**config.mk**
```make
export PLATFORM = sky130hd
export DESIGN_NAME = cbus_axi_bridge
export DESIGN_NICKNAME = d
export VERILOG_FILES = /design/src/rtl/axi_pkg.sv /design/src/rtl/cbus_pkg.sv /design/src/rtl/cbus_axi_bridge.sv
export SDC_FILE = /design/constraint.sdc
export NUM_CORES = 1
export LEC_CHECK = 0
export BUFFER_PORTS_ARGS = -buffer_cell sky130_fd_sc_hd__buf_2
export CAP_MARGIN = 20
export CORE_AREA = 2 2 115 117
export CTS_CLUSTER_DIAMETER = 40
export CTS_CLUSTER_SIZE = 10
export DETAILED_ROUTE_END_ITERATION = 8
export DIE_AREA = 0 0 117 119
export GPL_TIMING_DRIVEN = 0
export PLACE_DENSITY_LB_ADDON = 0.2
export SYNTH_ARGS = -nofsm -noshare
export SYNTH_HDL_FRONTEND = slang
export SYNTH_SLANG_ARGS = --single-unit
```
**constraint.sdc**
```tcl
create_clock -name clk -period 3.7 [get_ports clk]
set_input_delay 0.555 -clock clk [delete_from_list [all_inputs] [get_ports clk]]
set_output_delay 0.555 -clock clk [all_outputs]
set_load 0.02 [all_outputs]
```
**src/rtl/axi_pkg.sv**
```systemverilog
// AXI4 master-side channel bundles and the CBus-to-AXI bridge state encoding.
package axi_pkg;

  localparam int         AXI_ID_W       = 4;
  localparam logic [1:0] AXI_BURST_INCR = 2'b01;

  typedef struct packed {
    logic [AXI_ID_W-1:0] arid;
    logic [31:0]         araddr;
    logic [7:0]          arlen;
    logic [2:0]          arsize;
    logic [1:0]          arburst;
    logic                arvalid;
    logic [AXI_ID_W-1:0] awid;
    logic [31:0]         awaddr;
    logic [7:0]          awlen;
    logic [2:0]          awsize;
    logic [1:0]          awburst;
    logic                awvalid;
    logic [31:0]         wdata;
    logic [3:0]          wstrb;
    logic                wlast;
    logic                wvalid;
    logic                rready;
    logic                bready;
  } axi_req_t;

  typedef struct packed {
    logic        arready;
    logic        awready;
    logic        wready;
    logic        rvalid;
    logic [31:0] rdata;
    logic        rlast;
    logic [1:0]  rresp;
    logic        bvalid;
    logic [1:0]  bresp;
  } axi_resp_t;

  typedef enum logic [2:0] {
    ST_IDLE,
    ST_AR,
    ST_R,
    ST_AW,
    ST_W,
    ST_B
  } bridge_state_e;

  // CBus carries a 4-bit beats-1 count; AXI4 burst length is 8 bits wide.
  function automatic logic [7:0] to_axi_len(input logic [3:0] len);
    return {4'b0000, len};
  endfunction

endpackage

```
**src/rtl/cbus_pkg.sv**
```systemverilog
// CBus request/response payloads shared by the CPU wrapper and its downstream bus agents.
package cbus_pkg;

  typedef struct packed {
    logic        valid;
    logic        is_write;
    logic [2:0]  size;
    logic [31:0] addr;
    logic [3:0]  strobe;
    logic [31:0] data;
    logic [3:0]  len;     // beats - 1
  } cbus_req_t;

  typedef struct packed {
    logic        ready;
    logic        last;
    logic [31:0] data;
  } cbus_resp_t;

endpackage

```
**src/rtl/cbus_axi_bridge.sv**
```systemverilog
// Converts one CBus request at a time into a single AXI4 read or write burst.
// Write completion is returned to CBus only after the B response so that
// uncached/MMIO stores stay strictly ordered.
module cbus_axi_bridge
  import cbus_pkg::*;
  import axi_pkg::*;
#(
  parameter int                      AXI_ID_WIDTH = 4,
  parameter logic [AXI_ID_WIDTH-1:0] AXI_ID       = '0
) (
  input  logic       clk,
  input  logic       reset,
  input  cbus_req_t  creq,
  output cbus_resp_t cresp,
  output axi_req_t   axi_req,
  input  axi_resp_t  axi_resp
);

  bridge_state_e state;
  logic [31:0]   addr_q;
  logic [2:0]    size_q;
  logic [3:0]    len_q;
  logic [3:0]    beat_q;
  logic          arvalid_q;
  logic          awvalid_q;
  logic          wvalid_q;
  logic          rready_q;
  logic          bready_q;
  logic          final_beat;

  assign final_beat = (beat_q == len_q);

  // CBus has no error path, so the AXI response codes are deliberately dropped.
  logic unused_resp;
  assign unused_resp = ^{axi_resp.rresp, axi_resp.bresp};

  // Transaction FSM: latches the request and owns every AXI valid/ready flag.
  // NOTE: sequential state uses <= so every register samples pre-edge values.
  always_ff @(posedge clk) begin
    if (reset) begin
      state     <= ST_IDLE;
      addr_q    <= '0;
      size_q    <= '0;
      len_q     <= '0;
      beat_q    <= '0;
      arvalid_q <= 1'b0;
      awvalid_q <= 1'b0;
      wvalid_q  <= 1'b0;
      rready_q  <= 1'b0;
      bready_q  <= 1'b0;
    end else begin
      unique case (state)
        ST_IDLE: begin
          if (creq.valid) begin
            addr_q <= creq.addr;
            size_q <= creq.size;
            len_q  <= creq.len;
            if (creq.is_write) begin
              awvalid_q <= 1'b1;
              state     <= ST_AW;
            end else begin
              arvalid_q <= 1'b1;
              state     <= ST_AR;
            end
          end
        end
        ST_AR: begin
          if (axi_resp.arready) begin
            arvalid_q <= 1'b0;
            rready_q  <= 1'b1;
            state     <= ST_R;
          end
        end
        ST_R: begin
          // rlast ends the read even if fewer than len+1 beats arrived.
          if (axi_resp.rvalid && axi_resp.rlast) begin
            rready_q <= 1'b0;
            state    <= ST_IDLE;
          end
        end
        ST_AW: begin
          if (axi_resp.awready) begin
            awvalid_q <= 1'b0;
            wvalid_q  <= 1'b1;
            beat_q    <= '0;
            state     <= ST_W;
          end
        end
        ST_W: begin
          if (axi_resp.wready) begin
            if (final_beat) begin
              wvalid_q <= 1'b0;
              bready_q <= 1'b1;
              state    <= ST_B;
            end else begin
              beat_q <= beat_q + 4'd1;
            end
          end
        end
        ST_B: begin
          if (axi_resp.bvalid) begin
            bready_q <= 1'b0;
            state    <= ST_IDLE;
          end
        end
        default: state <= ST_IDLE;
      endcase
    end
  end

  // AXI channel payloads: address fields from the latched request, write data live from CBus.
  // NOTE: every combinational output gets a default first so no latch is inferred.
  always_comb begin
    axi_req         = '0;
    axi_req.arid    = AXI_ID_W'(AXI_ID);
    axi_req.araddr  = addr_q;
    axi_req.arlen   = to_axi_len(len_q);
    axi_req.arsize  = size_q;
    axi_req.arburst = AXI_BURST_INCR;
    axi_req.arvalid = arvalid_q;
    axi_req.awid    = AXI_ID_W'(AXI_ID);
    axi_req.awaddr  = addr_q;
    axi_req.awlen   = to_axi_len(len_q);
    axi_req.awsize  = size_q;
    axi_req.awburst = AXI_BURST_INCR;
    axi_req.awvalid = awvalid_q;
    axi_req.wdata   = creq.data;
    axi_req.wstrb   = creq.strobe;
    axi_req.wlast   = wvalid_q && final_beat;
    axi_req.wvalid  = wvalid_q;
    axi_req.rready  = rready_q;
    axi_req.bready  = bready_q;
  end

  // CBus response: zero-latency pass-through of R beats, W acceptance and B completion.
  always_comb begin
    cresp = '0;
    unique case (state)
      ST_R: begin
        cresp.ready = axi_resp.rvalid;
        cresp.last  = axi_resp.rvalid && axi_resp.rlast;
        cresp.data  = axi_resp.rdata;
      end
      // The final write beat is acknowledged only once B arrives.
      ST_W: cresp.ready = axi_resp.wready && !final_beat;
      ST_B: begin
        cresp.ready = axi_resp.bvalid;
        cresp.last  = axi_resp.bvalid;
      end
      default: ;
    endcase
  end

endmodule

```
# After elaboration in Yosys (flattened, before gate mapping)
# Cells that the tools add are included.
# totals
out_inout_bits	174
ff_bits	51
inputBits	121
word_cells	80
# op_classes
n_eq_ne	16
addsub	1
muxes	35
reduce_logical	18
# op_table
op	count
$mux 32	1
$mux 3	7
$ne 2x2->1 const B	10
$reduce_and 4->1	5
$pmux 3 s6	1
$mux 1	14
$mux 4	3
$pmux 1 s2	6
$reduce_bool 2->1	5
$pmux 4 s2	1
$reduce_and 7->1	1
$eq 3x2->1 const B	2
$eq 3x3->1 const B	2
$add 4x1->4 const B	1
$eq 4x4->1	1
$eq 3x1->1 const B	1
$logic_and 1x1->1	3
$logic_not 3->1	1
$pmux 1 s3	1
$reduce_and 3->1	1
$mux 2	1
$reduce_and 2->1	1
$logic_not 1->1	1

# Logic depth before layout (Yosys ltp)
# depth
ltp_word	4
depth_mapped	7
depth_no_buf	4

# Least setup slack after synthesis
# OpenSTA, ideal clock, no wires.
# synth_path
kind	flip-flop to output port
startpoint	reg len_q[1]
endpoint	out cresp[33] (netlist name)
arrival_time_ps	1390
setup_slack_ps	1755
required_ps	3145
path_stages_with_launch	5
n_path_buf	1
path_cell_list	dfxtp_1 -> xor2_1 -> nor4_1 -> buf_2 -> o21ai_0
# synth_rtl
item	line_no	rtl
from (decl)	cbus_axi_bridge.sv:22	logic [3:0] len_q;
from (signal assigned)	cbus_axi_bridge.sv:57	len_q <= creq.len;
to (decl)	cbus_axi_bridge.sv:14	output cbus_resp_t cresp,

==> results.md <==
* Synthesis-to-layout area growth at 53.2%
* Commonest non-fill, non-tap cell in the layout: buf_2
* RSZ-0062 raised after global routing: false
* Critical-path top delay cell: nor3b_1
* Core area at 12,900 um^2
* DRT antenna net count at 0
* Worst Path Arrival at 2.05 ns
* Reg2Reg Depth at 6
* CTS Buffer Depth at 2
* Pre-Repair DR Iteration Count at 4
* Input/output buffers at 233
* Final net count at 773
* Power Dens Cells at 481 nW/um^2
* # diodes at 0
* Clk Latency, worst-skew pair at 0.29 ns
* Setup bufs post-CTS at 0
* HPWL Detailed at 7850 um
* GR Util All Layers at 12.3%
* Min cycle time layout at 2.61 ns
* Fin area at 4610 um^2
* Post-synth ARST share at 0%
* Main synth FF type: dfxtp_1
* Total Die Area at 13,900 um^2
* Hold EP: addr_q[16]
* Slew margin rel. at 48.9%
* Run status: complete, no violations
* Htree depth at 2
* Routed length on met3 at 855 um
* Worst EP required at 3.14 ns
* Worst vdd ir at 168 uV
* WL per Instance at 11.4 um
* Clk sinks at 51
* 1st-iter DRT viols at 109
* Fin. max-slew vios at 0
* Overall die height at 119 um
* Final Wtd Congestion at 0.735
* Final routed DRC violation total at 0
* Hold-fix buffers, CTS at 0
* Worst Hold Depth at 2
* Gate power share at 48.3%
* Most frequent cells in the layout: buf_2, buf_4, nand2_1, dfxtp_1, a21oi_1
* TritonCTS clock tree: done
* Highest Signal Layer: met4
* Crit path max-delay family: simple AND/OR/NAND/NOR gates
* Die width at 117 um
* Fin Clk Skew at 0.00514 ns
* Post-Syn Area per Cell at 7.68 um^2
* Antenna violations before repair at 0
* Seq pwr share at 31.1%
* Reg-to-reg slack, setup at 1.77 ns
* Crit. End Element: output pin
* CTS root buffer: clkbuf_16
* Worst slew pin tran at 0.765 ns
* Congestion Overflow GR at 0
* Sequential share of the synthesized area at 33.9%
* Syn Std Cell Area at 3010 um^2
* Final hold violation count at 0
* Via-per-instance ratio at 3.96
* Reg-to-reg endpoint: addr_q[24]
* Yosys cell types at 39
* Max_cap viols at 0
* Placed cell area at 4470 um^2
* Mapped Cells at 392
* Kind of critical path: reg2out
* Total Neg Setup Slack at 0 ns
* P_int at 1.31 mW
* Cell Rows at 42
* Clock-pin slew of the registers on the worst-case setup and hold paths at 0.07 ns
* Post-CTS sizing at 0
* Layout fillers at 1,409
* Crit path launch type: register
* Post-route clock period utilization at 70.4%
* Psw at 911 uW
* Lkg Pwr at 2.61 nW
* R2r startpoint: state[1]
* Met1 wire length at 3680 um
* Utilization after layout at 35.8%
* Hold path start: addr_q[16]
* Crit-path max cell delay at 0.64 ns
* Fraction of layout cells with a size suffix above 1 at 53.7%
* Clock Power Share at 20.6%
* CP max FO at 10
* CP Buf/Inv Count at 3
* Setup violators final at 0
* Largest net degree at the start of global routing at 17
* Hold slack at 0.469 ns
* Most used cell, CP: buf_2
* Via count at 3,282
* Met2 wire length at 4830 um
* Synth Register Bits at 51
* Total power at 2.22 mW
* First-pass GRT wire length at 13,800 um
* Total I/O pin count at 295
* Crit-path cells: buf_2 > nor3b_1 > clkbuf_1 > and2_1 > buf_2
* Post-Route WL at 9440 um
* EDFF count, synth at 0
* Vias in the first global route at 2,923
* Initial Util at 23.4%
* Max Fclk at 384 MHz
* Net Sw Frac at 41.0%
* Total CTS buffers at 5
* Min-Delay Path Class: reg2reg
* Synth warn at 0
area by class of cell:
class,instances,area [um^2],share of cell area [%]
multi-input cells,234,1200,25.9
repair buffers,234,1170,25.4
flip-flops and latches,51,1020,22.1
plain buffers,122,851,18.4
well taps,176,220,4.77
clock buffers,5,125,2.71
clock inverters,3,18.8,0.407
inverters,3,11.3,0.244
metal layers:
metal / up-vias / global-route usage, %
met1: 1461 / 13.5
met2: 155 / 23.2
li1: 1660 / -
met4: 0 / 3.01
met5: - / 0
met3: 6 / 3.21
power by group through the flow:
stage	Clock, mW	Sequential, mW	Combinational (mW)
after floorplan	0	0.772	0.671
after global placement	0	0.701	1.07
after detailed placement	0	0.706	1.08
after CTS	0.479	0.693	1.09
after global routing	0.495	0.702	1.18
final	0.458	0.691	1.07
through the flow:
stage	setup slack [ns]	instances
finish	1.09	828
global route	0.838	828
CTS	0.980	827
global placement	1.37	819
floorplan	1.76	410
detailed placement	1.30	819
worst reg2reg max path: stages, from the launching register on:
cell      delay, ns
dfxtp_1        0.31
buf_6          0.13
nor4b_1        0.56
clkbuf_2       0.25
clkbuf_1       0.37
nand2_1        0.10
a21oi_1        0.14
kinds of logic (layout without fill, tap and decap cells):
| group | count (synthesis) | after routing | synth area share [%] |
|---|---|---|---|
| xor+xnor | 4 | 4 | 1.16 |
| simple gates | 151 | 151 | 24.1 |
| mux | 2 | 2 | 0.706 |
| buf+inv | 125 | 367 | 28.6 |
| other cells | 2 | 20 | 0.249 |
| flops | 51 | 51 | 33.9 |
| fa+ha+maj | 1 | 1 | 0.415 |
| compound gates | 56 | 56 | 10.8 |
registers in the layout, summed over array words and instances, names as in the netlist:
signal / cells
bready_q: 1
wvalid_q: 1
size_q: 3
arvalid_q: 1
rready_q: 1
beat_q: 4
state: 3
addr_q: 32
len_q: 4
awvalid_q: 1
synth_stat cells (2+ instances only):
cell type	count	area share (%)
a21oi_1	43	7.1
a31oi_1	2	0.42
a32oi_1	2	0.58
and2_1	33	6.9
and3_1	3	0.62
buf_2	2	0.33
buf_4	100	25
buf_6	2	0.75
clkbuf_1	17	2.1
conb_1	2	0.25
dfxtp_1	51	34
inv_1	3	0.37
nand2_1	83	10
nand2b_1	4	0.83
nand3_1	7	1.2
nand3b_1	2	0.50
nor2_1	6	0.75
nor2b_1	2	0.42
nor3_1	3	0.50
o2111ai_1	2	0.58
o41ai_1	2	0.58
xor2_1	4	1.2
worst max-delay path by stage:
stage | from | end | depth (start not counted)
floorplan | len_q[1] | cresp[33] | 4
global placement | state[0] | cresp[25] | 5
detailed placement | state[0] | cresp[6] | 5
CTS | state[0] | cresp[6] | 5
global route | state[1] | cresp[26] | 5
finish | state[0] | cresp[5] | 5
Note: power is estimated with default switching activity, not from simulation.
